**config.mk**
```make
export PLATFORM = sky130hd
export DESIGN_NAME = usb_command_decoder
export DESIGN_NICKNAME = d
export VERILOG_FILES = /design/src/rtl/usb_command_decoder.sv
export SDC_FILE = /design/constraint.sdc
export NUM_CORES = 1
export LEC_CHECK = 0
export ABC_AREA = 1
export CAP_MARGIN = 20
export CELL_PAD_IN_SITES_DETAIL_PLACEMENT = 1
export CELL_PAD_IN_SITES_GLOBAL_PLACEMENT = 2
export CORE_UTILIZATION = 27
export CTS_CLUSTER_SIZE = 12
export DETAILED_ROUTE_END_ITERATION = 10
export PLACE_DENSITY_LB_ADDON = 0.1
export SLEW_MARGIN = 20
export SYNTH_ARGS = -nofsm -noshare
export SYNTH_HDL_FRONTEND = slang
export SYNTH_SLANG_ARGS = --single-unit
```
**constraint.sdc**
```tcl
create_clock -name Clk -period 1.59 [get_ports Clk]
set_input_delay 0.477 -clock Clk [delete_from_list [all_inputs] [get_ports Clk]]
set_output_delay 0.477 -clock Clk [all_outputs]
set_load 0.005 [all_outputs]
```
**src/rtl/usb_command_decoder.sv**
```systemverilog
// rtl/usb_command_decoder.sv - USB host command word decoder holding the Usb* configuration registers

module usb_command_decoder #(
    parameter int MASK_WORDS = 12
) (
    input  logic                    Clk,
    input  logic                    reset_n,
    input  logic                    CmdFifoEmpty,
    output logic                    CmdFifoRdEn,
    input  logic [15:0]             CmdFifoData,
    output logic [1:0]              ModeSelect,
    output logic [9:0]              UsbMicroroc10BitDac0,
    output logic [9:0]              UsbMicroroc10BitDac1,
    output logic [9:0]              UsbMicroroc10BitDac2,
    output logic [1:0]              SweepAcqDacSelect,
    output logic [16*MASK_WORDS-1:0] UsbMicrorocChannelMask,
    output logic [63:0]             UsbMicrorocCTestChannel,
    output logic                    UsbMicrorocSCParameterLoad,
    output logic                    UsbSCOrReadreg,
    output logic                    UsbMicrorocAcqStartStop,
    output logic                    UsbSweepTestStartStop,
    output logic                    IllegalCmd
);

    typedef enum logic [2:0] {
        S_IDLE, S_WAIT1, S_DECODE, S_MASK_REQ, S_MASK_WAIT, S_MASK_WR, S_LOAD
    } state_t;

    localparam logic [4:0] MASK_WORDS_L = 5'(MASK_WORDS);

    state_t      r_state;
    state_t      w_next;
    logic        w_rd_en_next;
    logic [3:0]  w_op;
    logic [11:0] w_p;
    logic [4:0]  r_mask_idx;

    assign w_op = CmdFifoData[15:12];
    assign w_p  = CmdFifoData[11:0];

    always_ff @(posedge Clk or negedge reset_n) begin
        if (!reset_n) begin
            r_state     <= S_IDLE;
            CmdFifoRdEn <= 1'b0;
        end else begin
            r_state     <= w_next;
            CmdFifoRdEn <= w_rd_en_next;
        end
    end

    always_comb begin
        w_next       = r_state;
        w_rd_en_next = 1'b0;
        case (r_state)
            S_IDLE: begin
                if (!CmdFifoEmpty) begin
                    w_next       = S_WAIT1;
                    w_rd_en_next = 1'b1;
                end
            end
            S_WAIT1:  w_next = S_DECODE;
            S_DECODE: begin
                if (w_op == 4'h6)      w_next = S_MASK_REQ;
                else if (w_op == 4'h8) w_next = S_LOAD;
                else                   w_next = S_IDLE;
            end
            S_MASK_REQ: begin
                if (!CmdFifoEmpty) begin
                    w_next       = S_MASK_WAIT;
                    w_rd_en_next = 1'b1;
                end
            end
            S_MASK_WAIT: w_next = S_MASK_WR;
            S_MASK_WR:   w_next = S_IDLE;
            S_LOAD:      w_next = S_IDLE;
            default:     w_next = S_IDLE;
        endcase
    end

    // FIFO data is valid in DECODE and MASK_WR, so both consume CmdFifoData directly
    always_ff @(posedge Clk or negedge reset_n) begin
        if (!reset_n) begin
            ModeSelect                 <= 2'b00;
            UsbMicroroc10BitDac0       <= 10'd0;
            UsbMicroroc10BitDac1       <= 10'd0;
            UsbMicroroc10BitDac2       <= 10'd0;
            SweepAcqDacSelect          <= 2'b00;
            UsbMicrorocChannelMask     <= '1;
            UsbMicrorocCTestChannel    <= '0;
            UsbMicrorocSCParameterLoad <= 1'b0;
            UsbSCOrReadreg             <= 1'b0;
            UsbMicrorocAcqStartStop    <= 1'b0;
            UsbSweepTestStartStop      <= 1'b0;
            IllegalCmd                 <= 1'b0;
            r_mask_idx                 <= 5'd0;
        end else begin
            IllegalCmd                 <= 1'b0;
            UsbMicrorocSCParameterLoad <= 1'b0;
            case (r_state)
                S_DECODE: begin
                    case (w_op)
                        4'h1: begin
                            if (UsbMicrorocAcqStartStop || UsbSweepTestStartStop || w_p[1:0] == 2'b11)
                                IllegalCmd <= 1'b1;
                            else
                                ModeSelect <= w_p[1:0];
                        end
                        4'h2: UsbMicroroc10BitDac0 <= w_p[9:0];
                        4'h3: UsbMicroroc10BitDac1 <= w_p[9:0];
                        4'h4: UsbMicroroc10BitDac2 <= w_p[9:0];
                        4'h5: begin
                            if (w_p[1:0] == 2'b11) IllegalCmd <= 1'b1;
                            else                   SweepAcqDacSelect <= w_p[1:0];
                        end
                        4'h6: r_mask_idx <= w_p[4:0];
                        4'h7: UsbMicrorocCTestChannel <= w_p[6] ? 64'd0 : (64'd1 << w_p[5:0]);
                        4'h8: UsbSCOrReadreg <= w_p[0];
                        4'h9: begin
                            if (w_p[0] && UsbSweepTestStartStop) IllegalCmd <= 1'b1;
                            else                                 UsbMicrorocAcqStartStop <= w_p[0];
                        end
                        4'hA: begin
                            if (w_p[0] && UsbMicrorocAcqStartStop) IllegalCmd <= 1'b1;
                            else                                   UsbSweepTestStartStop <= w_p[0];
                        end
                        4'hF: begin
                            ModeSelect              <= 2'b00;
                            UsbMicroroc10BitDac0    <= 10'd0;
                            UsbMicroroc10BitDac1    <= 10'd0;
                            UsbMicroroc10BitDac2    <= 10'd0;
                            SweepAcqDacSelect       <= 2'b00;
                            UsbMicrorocChannelMask  <= '1;
                            UsbMicrorocCTestChannel <= '0;
                            UsbSCOrReadreg          <= 1'b0;
                            UsbMicrorocAcqStartStop <= 1'b0;
                            UsbSweepTestStartStop   <= 1'b0;
                            r_mask_idx              <= 5'd0;
                        end
                        default: IllegalCmd <= 1'b1;
                    endcase
                end
                S_MASK_WR: begin
                    if (r_mask_idx >= MASK_WORDS_L) begin
                        IllegalCmd <= 1'b1;
                    end else begin
                        for (int w = 0; w < MASK_WORDS; w++) begin
                            if (r_mask_idx == 5'(w))
                                UsbMicrorocChannelMask[16*w +: 16] <= CmdFifoData;
                        end
                    end
                end
                S_LOAD: UsbMicrorocSCParameterLoad <= 1'b1;
                default: ;
            endcase
        end
    end

endmodule

```
==> metrics <==
net count of the finished layout=1952; Root Driver=clkbuf_16; leakage power=~9.7 nW; Slowest Stage Delay on Critical Path=0.57 ns; CP endpoint=UsbMicrorocChannelMask[40]; Global Route Usage Sum=between 20 and 25%; FF+latch count, synth=approximately 300; maximum VDD drop=~0.00063 V; Achievable Freq=about 0.6 GHz; most used flip-flop cell after synthesis=dfstp_2; filler-free cell count of the finished design=2569; clock sink count=304; maximum number of pins on one net before global-route repair=56; clock transition at the register clock pins on the worst setup and hold paths after CTS=around 0.06 ns; slew margin rel.=roughly 80%; Slowest-stage cell, CP=dfstp_2; total power of the final layout=between 40 and 50 mW; share of cells above drive strength 1=about half; violated checks=design-rule violations, negative setup slack; final hold viol count=0; synth-to-layout area growth=58.4%; placed standard-cell area=0.0183 mm^2; number of iterations in the first detailed-routing pass=8; count of flip-flops with a built-in enable after synthesis=0; maximum root-to-sink buffer count=3; synthesized netlist net count=between 1000 and 1500; worst setup timing slack at the placement stage=-0.701 ns; distinct cell type count of the synthesized netlist=35; register-to-register setup slack=-0.11 ns; setup violation total in the final timing report=334; Worst-Skew Late Latency=0.56 ns; Arrival @ worst endpoint=around 1.2 ns; DR vias/cell=4.60; detailed-route via count=between 10000 and 15000; transition time at the pin with the least slew margin=between 0.3 and 0.4 ns; final-layout fill cell count=about 5300; Crit Reg-Reg Endpoint=UsbMicrorocChannelMask[84]; Final min period=1.71 ns; initial antenna violation count=1; overflow left after global routing=0; share of total power in sequential cells=between 30% and 40%; global-route wire length before repair=78100 um; mean routed wirelength per cell=about 21 um; crit path from=UsbMicrorocChannelMask[40]; switching share of power=35.6%; total of warnings raised by yosys=0; Die Width=roughly 220 um; max-capacitance violation count=0; worst hold-check slack=0.0447 ns; area of the core=0.0469 mm^2; TNS Setup=-20.62 ns; slack of the critical path=-0.124 ns; cell area after layout=a little over 0.02 mm^2; number of buffer cells added on primary ports=roughly 310; placer congestion estimate=0.796; Detailed Route WL=between 50000 and 60000 um; largest fanout of any net on the critical path=2; kind of end point of the critical path=output port; Ports=315; share of async-settable or async-resettable flops after synthesis=100%; kind of cell with the highest combined delay on the critical path=flip-flops; Placed Instances=~2400; RSZ-0062 raised after global routing=yes; standard-cell rows=just under 80; netlist area before placement=between 0.01 and 0.015 mm^2; dpl hpwl=36300 um; CTS Hold Buffers Added=0; Comb power frac=44.5%; Die Area=roughly 0.049 mm^2; cell count of the worst reg-to-reg path=10; Power Internal=approximately 29 mW; critical path data required time=around 1.1 ns; fraction of power consumed by the clock network=20.8%; Critical path buffers and inverters=1; Layout Skew=between 0.01 and 0.015 ns; Seq/Total Area, Yosys=between 60 and 70%; TritonCTS clock tree=built; via count of the first global-routing pass=12500; Syn Area/Cell=around 9 um^2; TritonCTS Buffers=38; final standard cell utilization of the core=roughly 44%; Final Cycle Share=108%; reported net switching power=15.8 mW; power per standard cell area=approximately 2200 mW/mm^2; final number of max-transition violations=0; total number of cells along the worst setup path=1; startpoint of the worst register-to-register path=r_state[1]; final routed DRC violation total=17; Gate Count Post-Synth=1425; Vert. Die Dim=between 200 and 250 um; type of the worst setup path=flip-flop to output port; initial standard-cell utilization of the core=around 28%; Critical Path Start Type=flip-flop; cells along the critical path=buf_6; Initial DRC Count=roughly 570; outcome=finished with violations; post-route antenna net violation count=0; number of H-tree levels=2; min-delay worst type=primary input to async pin
==> sequential cells by signal (all words and copies together), names as in the netlist, 2 cells and up <==
signal / flops
ModeSelect: 2
SweepAcqDacSelect: 2
UsbMicroroc10BitDac0: 10
UsbMicroroc10BitDac1: 10
UsbMicroroc10BitDac2: 10
UsbMicrorocCTestChannel: 64
UsbMicrorocChannelMask: 192
r_mask_idx: 5
r_state: 3
==> per-layer routing <==
layer,vias up,track usage [%],wire (um)
met5,-,0,0
met4,0,7.17,1500
met3,80,3.96,2600
met2,237,35.9,26200
met1,5907,27.7,23300
li1,5604,-,-
==> cells in the mapped netlist (8+ instances only) <==
master | count | area [um^2]
nand2_2 | 36 | 225
buf_2 | 30 | 150
nand2_1 | 541 | 2030
dfrtp_1 | 112 | 2800
nand3_1 | 32 | 160
inv_2 | 8 | 30.0
o21ai_0 | 221 | 1110
clkbuf_1 | 41 | 154
dfstp_2 | 192 | 5040
nor3_1 | 17 | 85.1
inv_1 | 33 | 124
o21ai_1 | 25 | 125
nand4_1 | 21 | 131
nor2_1 | 68 | 255
==> logic make-up (layout without fill, tap and decap cells) <==
| family | Yosys count | after routing | share of synthesized area (%) |
|---|---|---|---|
| buffers and inverters | 131 | 666 | 4.88 |
| AND/OR/NAND/NOR | 739 | 740 | 24.3 |
| AO/OA/AOI/OAI | 251 | 251 | 9.89 |
| other | 0 | 1 | 0 |
| flip-flops | 304 | 304 | 60.9 |
==> worst reg2reg max path: cells and delay by family (launching register included) <==
family | cells | cell delay (ns)
DFF | 1 | 0.43
and+or+nand+nor | 6 | 0.64
buffers and inverters | 4 | 0.57
==> layout make-up <==
cell class	instances	area [um^2]	area share, %
inverter	44	178	0.871
clock buffer	62	1200	5.90
tap	607	759	3.72
antenna	1	2.50	0.0123
timing repair buffer	554	5310	26.0
multi-input combinational	991	4970	24.4
clock inverter	6	130	0.638
sequential	304	7850	38.5
==> cell usage in the layout (no fill, tap or decap), types with 16 or more instances in the layout <==
| master | synthesis | final |
|---|---|---|
| buf_12 | 3 | 58 |
| buf_2 | 30 | 170 |
| buf_4 | 4 | 141 |
| buf_6 | 2 | 155 |
| clkbuf_16 | 0 | 51 |
| dfrtp_1 | 112 | 110 |
| dfstp_2 | 192 | 192 |
| inv_1 | 33 | 30 |
| nand2_1 | 541 | 473 |
| nand2_2 | 36 | 76 |
| nand2_4 | 3 | 23 |
| nand3_1 | 32 | 30 |
| nand4_1 | 21 | 21 |
| nor2_1 | 68 | 61 |
| nor3_1 | 17 | 16 |
| o21ai_0 | 221 | 152 |
| o21ai_1 | 25 | 84 |
==> power by group through the flow <==
stage | logic, mW | registers (mW) | clock network, mW
finish | 19.8 | 15.4 | 9.27
global placement | 17.8 | 15.2 | 0
CTS | 17.7 | 15.3 | 9.51
floorplan | 7.06 | 14.7 | 0
detailed placement | 18.2 | 15.2 | 0
global route | 21.8 | 15.8 | 9.78
==> worst min-delay path by stage <==
stage / cells after the start / to / start
after floorplan: 0 / CmdFifoRdEn / reset_n
after global placement: 2 / UsbMicrorocChannelMask[148] / UsbMicrorocChannelMask[148]
after detailed placement: 2 / UsbMicrorocChannelMask[90] / UsbMicrorocChannelMask[90]
after CTS: 1 / UsbMicrorocChannelMask[173] / reset_n
after global routing: 1 / UsbMicrorocChannelMask[173] / reset_n
final: 1 / UsbMicrorocChannelMask[173] / reset_n
==> what timing repair did <==
action                                   CTS  global route
endpoints found under the setup margin   540           489
buffers inserted                          44             9
pin swaps                                  4            13
resized for setup                       1325           244
gates cloned                               5            13
(Power assumes the default switching activity.)
